**config.mk**
```make
export PLATFORM = sky130hd
export DESIGN_NAME = rtsnoc_int_rx_mc_flat
export DESIGN_NICKNAME = d
export VERILOG_FILES = /design/src/rtl/rtsnoc_int_rx_mc_pkg.sv /design/src/rtl/rtsnoc_int_rx_mc_if.sv /design/src/rtl/rtsnoc_int_rx_mc_chan.sv /design/src/rtl/rtsnoc_int_rx_mc.sv /design/src/flat_wrapper.sv
export SDC_FILE = /design/constraint.sdc
export NUM_CORES = 1
export LEC_CHECK = 0
export ABC_AREA = 0
export CAP_MARGIN = 0
export CORE_UTILIZATION = 41
export CTS_CLUSTER_DIAMETER = 100
export DETAILED_ROUTE_END_ITERATION = 7
export DONT_BUFFER_PORTS = 1
export GPL_ROUTABILITY_DRIVEN = 0
export HOLD_SLACK_MARGIN = 0.12
export SLEW_MARGIN = 20
export SYNTH_ARGS = -nofsm -noshare
export SYNTH_HDL_FRONTEND = slang
export SYNTH_HIERARCHICAL = 1
export SYNTH_SLANG_ARGS = --single-unit
```
**constraint.sdc**
```tcl
create_clock -name clk_i -period 2.12 [get_ports clk_i]
set_clock_uncertainty 0.2 [all_clocks]
set_input_delay 0.424 -clock clk_i [delete_from_list [all_inputs] [get_ports clk_i]]
set_output_delay 0.424 -clock clk_i [all_outputs]
set_load 0.005 [all_outputs]
```
**src/rtl/rtsnoc_int_rx_mc_pkg.sv**
```systemverilog
// Shared definitions for the multi-channel NoC interrupt receiver:
// command codes, FSM states and header field helpers.
package rtsnoc_int_rx_mc_pkg;

   localparam int LOC_W = 3;

   typedef enum logic [1:0] {
      CMD_NOP   = 2'd0,
      CMD_UP    = 2'd1,
      CMD_DOWN  = 2'd2,
      CMD_PULSE = 2'd3
   } cmd_e;

   typedef enum logic [1:0] {
      ST_IDLE,
      ST_EXEC,
      ST_ACK
   } state_e;

   // Wide enough to carry NUM_INTS itself, so out-of-range channels are visible.
   function automatic int ch_width(input int n);
      int w;
      w = $clog2(n + 1);
      return (w < 1) ? 1 : w;
   endfunction

endpackage

```
**src/rtl/rtsnoc_int_rx_mc_if.sv**
```systemverilog
// RTSNoC router local-port bundle as seen from the interrupt bridge.
// master: the bridge; slave: the router.
interface rtsnoc_int_rx_mc_if #(
   parameter int BUS_W = 42
);
   logic [BUS_W-1:0] noc_din_o;
   logic             noc_wr_o;
   logic             noc_rd_o;
   logic [BUS_W-1:0] noc_dout_i;
   logic             noc_wait_i;
   logic             noc_nd_i;

   modport master (
      output noc_din_o, noc_wr_o, noc_rd_o,
      input  noc_dout_i, noc_wait_i, noc_nd_i
   );

   modport slave (
      input  noc_din_o, noc_wr_o, noc_rd_o,
      output noc_dout_i, noc_wait_i, noc_nd_i
   );
endinterface

```
**src/rtl/rtsnoc_int_rx_mc_chan.sv**
```systemverilog
// One interrupt line: level register plus a pulse down-counter.
// Command strobes take priority over the pulse timeout.
module rtsnoc_int_rx_mc_chan #(
   parameter int PULSE_CYCLES = 4
) (
   input  logic clk_i,
   input  logic rst_n_i,
   input  logic set_i,
   input  logic clr_i,
   input  logic pulse_i,
   output logic line_o
);
   localparam int CNT_W = $clog2(PULSE_CYCLES + 1);
   localparam logic [CNT_W-1:0] CNT_LOAD = CNT_W'(PULSE_CYCLES);

   logic             line_q, line_d;
   logic [CNT_W-1:0] cnt_q, cnt_d;

   always_comb begin
      line_d = line_q;
      cnt_d  = cnt_q;
      if (cnt_q != '0) begin
         cnt_d = cnt_q - CNT_W'(1);
         if (cnt_q == CNT_W'(1)) line_d = 1'b0;
      end
      if (set_i) begin
         line_d = 1'b1;
         cnt_d  = '0;
      end else if (clr_i) begin
         line_d = 1'b0;
         cnt_d  = '0;
      end else if (pulse_i) begin
         line_d = 1'b1;
         cnt_d  = CNT_LOAD;
      end
   end

   always_ff @(posedge clk_i or negedge rst_n_i) begin
      if (!rst_n_i) begin
         line_q <= 1'b0;
         cnt_q  <= '0;
      end else begin
         line_q <= line_d;
         cnt_q  <= cnt_d;
      end
   end

   assign line_o = line_q;

endmodule

```
**src/rtl/rtsnoc_int_rx_mc.sv**
```systemverilog
// NoC-to-interrupt bridge: pops command packets, drives NUM_INTS lines,
// optionally answers each command with an ack packet to its originator.
module rtsnoc_int_rx_mc
   import rtsnoc_int_rx_mc_pkg::*;
#(
   parameter int NOC_DATA_WIDTH    = 32,
   parameter int NOC_LOCAL_ADR     = 0,
   parameter int NOC_X             = 0,
   parameter int NOC_Y             = 0,
   parameter int SOC_SIZE_X        = 1,
   parameter int SOC_SIZE_Y        = 1,
   parameter int NUM_INTS          = 8,
   parameter int PULSE_CYCLES      = 4,
   parameter int ACK_EN            = 1,
   parameter int FILTER_ORIG       = 0,
   parameter int NOC_X_SRC         = 0,
   parameter int NOC_Y_SRC         = 0,
   parameter int NOC_LOCAL_ADR_SRC = 0
) (
   input  logic                clk_i,
   input  logic                rst_n_i,
   output logic [NUM_INTS-1:0] int_o,
   rtsnoc_int_rx_mc_if.master  noc
);
   localparam int CH_W  = ch_width(NUM_INTS);
   localparam int DW    = NOC_DATA_WIDTH;
   localparam int HDR_W = SOC_SIZE_X + SOC_SIZE_Y + LOC_W;
   localparam int BUS_W = DW + 2 * HDR_W;

   localparam logic [HDR_W-1:0] OWN_HDR = {
      SOC_SIZE_X'(NOC_X), SOC_SIZE_Y'(NOC_Y), LOC_W'(NOC_LOCAL_ADR)};
   localparam logic [HDR_W-1:0] SRC_HDR = {
      SOC_SIZE_X'(NOC_X_SRC), SOC_SIZE_Y'(NOC_Y_SRC),
      LOC_W'(NOC_LOCAL_ADR_SRC)};
   localparam logic [CH_W-1:0] NI_C = CH_W'(NUM_INTS);

   state_e           state_q, state_d;
   logic [BUS_W-1:0] rx_q, rx_d;
   logic [BUS_W-1:0] din_q, din_d;
   logic             rd_q, rd_d;
   logic             wr_q, wr_d;

   logic [HDR_W-1:0]    rx_orig;
   cmd_e                rx_cmd;
   logic [CH_W-1:0]     rx_ch;
   logic                orig_ok;
   logic                reject;
   logic [DW-1:0]       ack_data;
   logic [NUM_INTS-1:0] set_v, clr_v, pls_v;
   logic                unused_ok;

   assign rx_orig = rx_q[BUS_W-1 -: HDR_W];
   assign rx_cmd  = cmd_e'(rx_q[1:0]);
   assign rx_ch   = rx_q[CH_W+1:2];
   assign orig_ok = (FILTER_ORIG == 0) || (rx_orig == SRC_HDR);
   assign reject  = !orig_ok || (rx_cmd == CMD_NOP) || (rx_ch >= NI_C);

   assign unused_ok = ^{rx_q[DW +: HDR_W], rx_q[DW-1:CH_W+2]};

   always_comb begin
      ack_data            = '0;
      ack_data[1:0]       = rx_cmd;
      ack_data[CH_W+1:2]  = rx_ch;
      ack_data[DW-1]      = reject;
   end

   always_comb begin
      set_v = '0;
      clr_v = '0;
      pls_v = '0;
      for (int i = 0; i < NUM_INTS; i++) begin
         if (state_q == ST_EXEC && !reject && rx_ch == CH_W'(i)) begin
            unique case (rx_cmd)
               CMD_UP:    set_v[i] = 1'b1;
               CMD_DOWN:  clr_v[i] = 1'b1;
               CMD_PULSE: pls_v[i] = 1'b1;
               default:   ;
            endcase
         end
      end
   end

   always_comb begin
      state_d = state_q;
      rx_d    = rx_q;
      din_d   = din_q;
      rd_d    = 1'b0;
      wr_d    = wr_q;
      unique case (state_q)
         ST_IDLE: begin
            if (noc.noc_nd_i) begin
               rx_d    = noc.noc_dout_i;
               rd_d    = 1'b1;
               state_d = ST_EXEC;
            end
         end
         ST_EXEC: begin
            state_d = ST_IDLE;
            // foreign-origin packets are dropped silently
            if (ACK_EN != 0 && orig_ok) begin
               din_d   = {OWN_HDR, rx_orig, ack_data};
               wr_d    = 1'b1;
               state_d = ST_ACK;
            end
         end
         ST_ACK: begin
            if (!noc.noc_wait_i) begin
               wr_d    = 1'b0;
               state_d = ST_IDLE;
            end
         end
         default: state_d = ST_IDLE;
      endcase
   end

   always_ff @(posedge clk_i or negedge rst_n_i) begin
      if (!rst_n_i) begin
         state_q <= ST_IDLE;
         rx_q    <= '0;
         din_q   <= '0;
         rd_q    <= 1'b0;
         wr_q    <= 1'b0;
      end else begin
         state_q <= state_d;
         rx_q    <= rx_d;
         din_q   <= din_d;
         rd_q    <= rd_d;
         wr_q    <= wr_d;
      end
   end

   assign noc.noc_din_o = din_q;
   assign noc.noc_wr_o  = wr_q;
   assign noc.noc_rd_o  = rd_q;

   for (genvar g = 0; g < NUM_INTS; g++) begin : g_ch
      rtsnoc_int_rx_mc_chan #(
         .PULSE_CYCLES (PULSE_CYCLES)
      ) u_ch (
         .clk_i   (clk_i),
         .rst_n_i (rst_n_i),
         .set_i   (set_v[g]),
         .clr_i   (clr_v[g]),
         .pulse_i (pls_v[g]),
         .line_o  (int_o[g])
      );
   end

endmodule

```
**src/flat_wrapper.sv**
```systemverilog
// flat-port wrapper written by rule: the top's interface ports become plain ports
module rtsnoc_int_rx_mc_flat import rtsnoc_int_rx_mc_pkg::*;
#(
   parameter int NOC_DATA_WIDTH    = 32,
   parameter int NOC_LOCAL_ADR     = 0,
   parameter int NOC_X             = 0,
   parameter int NOC_Y             = 0,
   parameter int SOC_SIZE_X        = 1,
   parameter int SOC_SIZE_Y        = 1,
   parameter int NUM_INTS          = 8,
   parameter int PULSE_CYCLES      = 4,
   parameter int ACK_EN            = 1,
   parameter int FILTER_ORIG       = 0,
   parameter int NOC_X_SRC         = 0,
   parameter int NOC_Y_SRC         = 0,
   parameter int NOC_LOCAL_ADR_SRC = 0
)
  (clk_i, rst_n_i, int_o, noc_noc_din_o, noc_noc_wr_o, noc_noc_rd_o, noc_noc_dout_i, noc_noc_wait_i, noc_noc_nd_i);
  rtsnoc_int_rx_mc_if #(.BUS_W(42)) noc_i ();
  input  logic clk_i;
  input  logic rst_n_i;
  output logic [NUM_INTS-1:0] int_o;
  output wire logic [$bits(noc_i.noc_din_o)-1:0] noc_noc_din_o;
  output wire logic [$bits(noc_i.noc_wr_o)-1:0] noc_noc_wr_o;
  output wire logic [$bits(noc_i.noc_rd_o)-1:0] noc_noc_rd_o;
  input wire logic [$bits(noc_i.noc_dout_i)-1:0] noc_noc_dout_i;
  input wire logic [$bits(noc_i.noc_wait_i)-1:0] noc_noc_wait_i;
  input wire logic [$bits(noc_i.noc_nd_i)-1:0] noc_noc_nd_i;
  assign noc_noc_din_o = noc_i.noc_din_o;
  assign noc_noc_wr_o = noc_i.noc_wr_o;
  assign noc_noc_rd_o = noc_i.noc_rd_o;
  assign noc_i.noc_dout_i = noc_noc_dout_i;
  assign noc_i.noc_wait_i = noc_noc_wait_i;
  assign noc_i.noc_nd_i = noc_noc_nd_i;
  rtsnoc_int_rx_mc #(.NOC_DATA_WIDTH(NOC_DATA_WIDTH), .NOC_LOCAL_ADR(NOC_LOCAL_ADR), .NOC_X(NOC_X), .NOC_Y(NOC_Y), .SOC_SIZE_X(SOC_SIZE_X), .SOC_SIZE_Y(SOC_SIZE_Y), .NUM_INTS(NUM_INTS), .PULSE_CYCLES(PULSE_CYCLES), .ACK_EN(ACK_EN), .FILTER_ORIG(FILTER_ORIG), .NOC_X_SRC(NOC_X_SRC), .NOC_Y_SRC(NOC_Y_SRC), .NOC_LOCAL_ADR_SRC(NOC_LOCAL_ADR_SRC)) u_core (.clk_i(clk_i), .rst_n_i(rst_n_i), .int_o(int_o), .noc(noc_i));
endmodule
```
==> results.yml <==
place:
  dpl_cell_area_sq_mm: 0.00335
  place.detailed.hpwl_um: 4100
  numPlacedInstances: 419
  port_buffers: 0
synthesis:
  yosys_warnings: 6
  yosys.cell_count.top_type: "dfrtp_1"
  async_reset_ff_share_pct: 100
  synth_cells: 318
  synth_top_area_share_pct: 44.2
  synth.distinct_cells: 25
  ys_ff_latch: 59
  synth.area.top_cells: "dfrtp_1 (44%), ha_1 (11%), mux2_2 (8.1%)"
  avgSynthCellArea_sq_um: 10.5
  ys.flop_type: "dfrtp_1"
  netlist_area_sq_mm: 0.00334
  synth_edf_count: 0
  synthTopCellsByCount: "dfrtp_1 (59), nor2_1 (38), buf_4 (31)"
  synth_top_cell_by_area: "dfrtp_1"
  yosysSeqAreaShare_pct: 44.2
detailed_routing:
  vias: 2156
  postRouteAntennaNets: 0
  viasPerCell: 4.80
  dr.pass1.iters: 4
  drt-initial-drc-count: 80
  wirelength_um: 5690
  wl_per_cell_um: 12.7
  drc: 0
cts:
  clock_sinks: 59
  post_cts_buffers: 0
  cts.clk_slew.worst_paths_ns: 0.07
  cts_max_path_buffers: 2
  h-tree-depth: 3
  clock-root-buffer: "clkbuf_8"
  cts_tree: "yes"
  worst_skew_pair.late_latency_ns: 0.34
  cts_buffers: 9
job:
  cap_violations: 0
floorplanning:
  die_area_sq_mm: 0.00852
  num_rows: 32
  io_pins: 98
  initial_core_util_pct: 42.8
  core_sq_mm: 0.00781
  fp.dieW_um: 92.3
  die_h_um: 92.3
power:
  ir_worst_vdd_v: 0.000684
  leakage_nw: 1.72
  p_per_area_mw_per_mm2: 1430
setup_path:
  cp.arrival_ns: 2.06
  worstSetupEndpointType: "flip-flop"
  critical_path_required_ns: 2.17
  cp_max_fo: 6
  critical_path_class: "flip-flop to flip-flop"
  reg2reg_from: "u_core/state_q[1]$_DFFE_PN0P_"
  r2r-end: "u_core/g_ch[2].u_ch/cnt_q[1]$_DFFE_PN0P_"
  r2r.worst_path.cells: 7
  ff2ff_setup_slack_ns: 0.12
  startpoint_type: "flip-flop"
grt:
  grt_usage_pct: 14.7
  antenna_found_initial: 0
  grt-ovfl-total: 0
  grt_pass1_vias: 2149
  grt_max_degree: 60
  grt_pass1_wl_um: 9680
final_layout:
  area_growth_pct: 10.9
  final-seq-area_sq_mm: 0.00148
  diodes: 0
  stdcell_area_sq_mm: 0.00370
  fill_cells: 742
  layout.nets: 417
  fin_util_pct: 47.5
  drive_gt1_share_pct: 19.3
  multi_input_area_sq_mm: 0.00164
  finalNonFillerCells: 449
timing:
  min_period_ns: 2.00
  fmax_ghz: 0.499
  fin_crit_sh_pct: 94.5
  setup-violations-final: 0
  slew_viol_final: 0
  hold_violations: 0
  whs_ns: 0.171
  fin_tns_setup_ns: 0
  rsz0062_at_grt: "false"
min_path:
  worstHoldStart: "noc_noc_nd_i"
  min_delay_path_depth: 3
  holdPathEnd: "u_core/noc.noc_rd_o$_DFF_PN0_"
  hold_path_class: "input pin to flip-flop"
outcome:
  outcome: "finished clean"
## final cells by class
class                   instances  area share (%)
well taps                     102            3.44
multi-input cells             233            44.3
clock inverters                 5            1.42
repair buffers                 18            5.07
clock buffers                  11            3.82
flip-flops and latches         59            39.9
inverters                      21            2.13
## kinds of logic (layout without fill, tap and decap cells)
group | Yosys count | in the layout | synth area share, %
compound gates | 44 | 44 | 9.06
xor+xnor | 8 | 8 | 2.10
fa+ha+maj | 29 | 29 | 10.9
buf+inv | 55 | 55 | 10.1
flops | 59 | 59 | 44.2
mux | 24 | 24 | 8.09
other cells | 1 | 30 | 0.112
simple gates | 98 | 98 | 15.5
## sequential cells by signal (all words and copies together) (netlist names)
register                 cells
u_core/g_ch.u_ch/cnt_q      24
u_core/noc.noc_wr_o          1
u_core/noc.noc_din_o        12
u_core/rx_q                 11
u_core/state_q               2
u_core/g_ch.u_ch/line_o      8
u_core/noc.noc_rd_o          1
## per-stage QoR
| stage | total power [mW] | setup slack, ns |
|---|---|---|
| floorplan | 3.89 | 0.180 |
| global placement | 4.19 | 0.138 |
| detailed placement | 4.30 | 0.119 |
| CTS | 5.38 | 0.109 |
| global route | 5.78 | 0.00415 |
| finish | 5.31 | 0.117 |
## worst max-delay path, cell delays in order (launching register included)
cell,delay (ns)
dfrtp_1,0.37
inv_1,0.10
ha_1,0.21
buf_4,0.15
nand3b_1,0.21
nor2_1,0.11
or3_1,0.43
a211oi_2,0.15
## power breakdown
group	total (mW)	switching (mW)	internal [mW]
clock	1.01	0.441	0.569
combinational	2.13	1.01	1.11
sequential	2.18	0.461	1.71
## worst max-delay path by stage
stage,to,from,depth (start not counted),slack [ns]
6_report,u_core/g_ch[2].u_ch/cnt_q[1]$_DFFE_PN0P_,u_core/state_q[1]$_DFFE_PN0P_,7,0.12
2_1_floorplan,u_core/g_ch[2].u_ch/cnt_q[1]$_DFFE_PN0P_,u_core/state_q[1]$_DFFE_PN0P_,8,0.18
4_1_cts,u_core/g_ch[0].u_ch/cnt_q[1]$_DFFE_PN0P_,u_core/state_q[1]$_DFFE_PN0P_,6,0.11
3_5_place_dp,u_core/g_ch[0].u_ch/cnt_q[1]$_DFFE_PN0P_,u_core/state_q[1]$_DFFE_PN0P_,6,0.12
5_1_grt,u_core/g_ch[4].u_ch/cnt_q[1]$_DFFE_PN0P_,u_core/state_q[1]$_DFFE_PN0P_,7,0.004
3_3_place_gp,u_core/g_ch[5].u_ch/cnt_q[1]$_DFFE_PN0P_,u_core/state_q[1]$_DFFE_PN0P_,7,0.14
## placed cells by master, fill, tap and decap left out, types with 6 or more instances in the layout
cell,Yosys,layout
nor2_2,6,6
or2_2,8,8
xnor2_1,8,8
mux2_2,24,24
or3_1,8,8
or3b_1,9,9
a21oi_1,17,17
inv_1,21,21
dlygate4sd3_1,0,13
dfrtp_1,59,59
o21ai_0,10,10
a211oi_2,8,8
conb_1,1,30
ha_1,29,29
nor2_1,38,38
nor3_1,8,8
o21bai_1,8,8
clkbuf_8,0,10
nand2b_1,8,8
## metal layers
layer | share of wire, % | routed length (um) | vias to the layer above | GRT usage [%]
li1 | - | - | 1052 | -
met1 | 44 | 2520 | 1026 | 17.6
met2 | 47 | 2670 | 66 | 23.5
met3 | 6.7 | 380 | 12 | 5.47
met4 | 2.0 | 114 | 0 | 6.64
met5 | 0 | 0 | - | 0
## repair_timing
item	CTS	global route
endpoints found under the hold margin	71	0
gates resized for setup	0	1
endpoints found under the setup margin	0	1
hold buffers	14	0
Note: power is estimated with default switching activity, not from simulation.
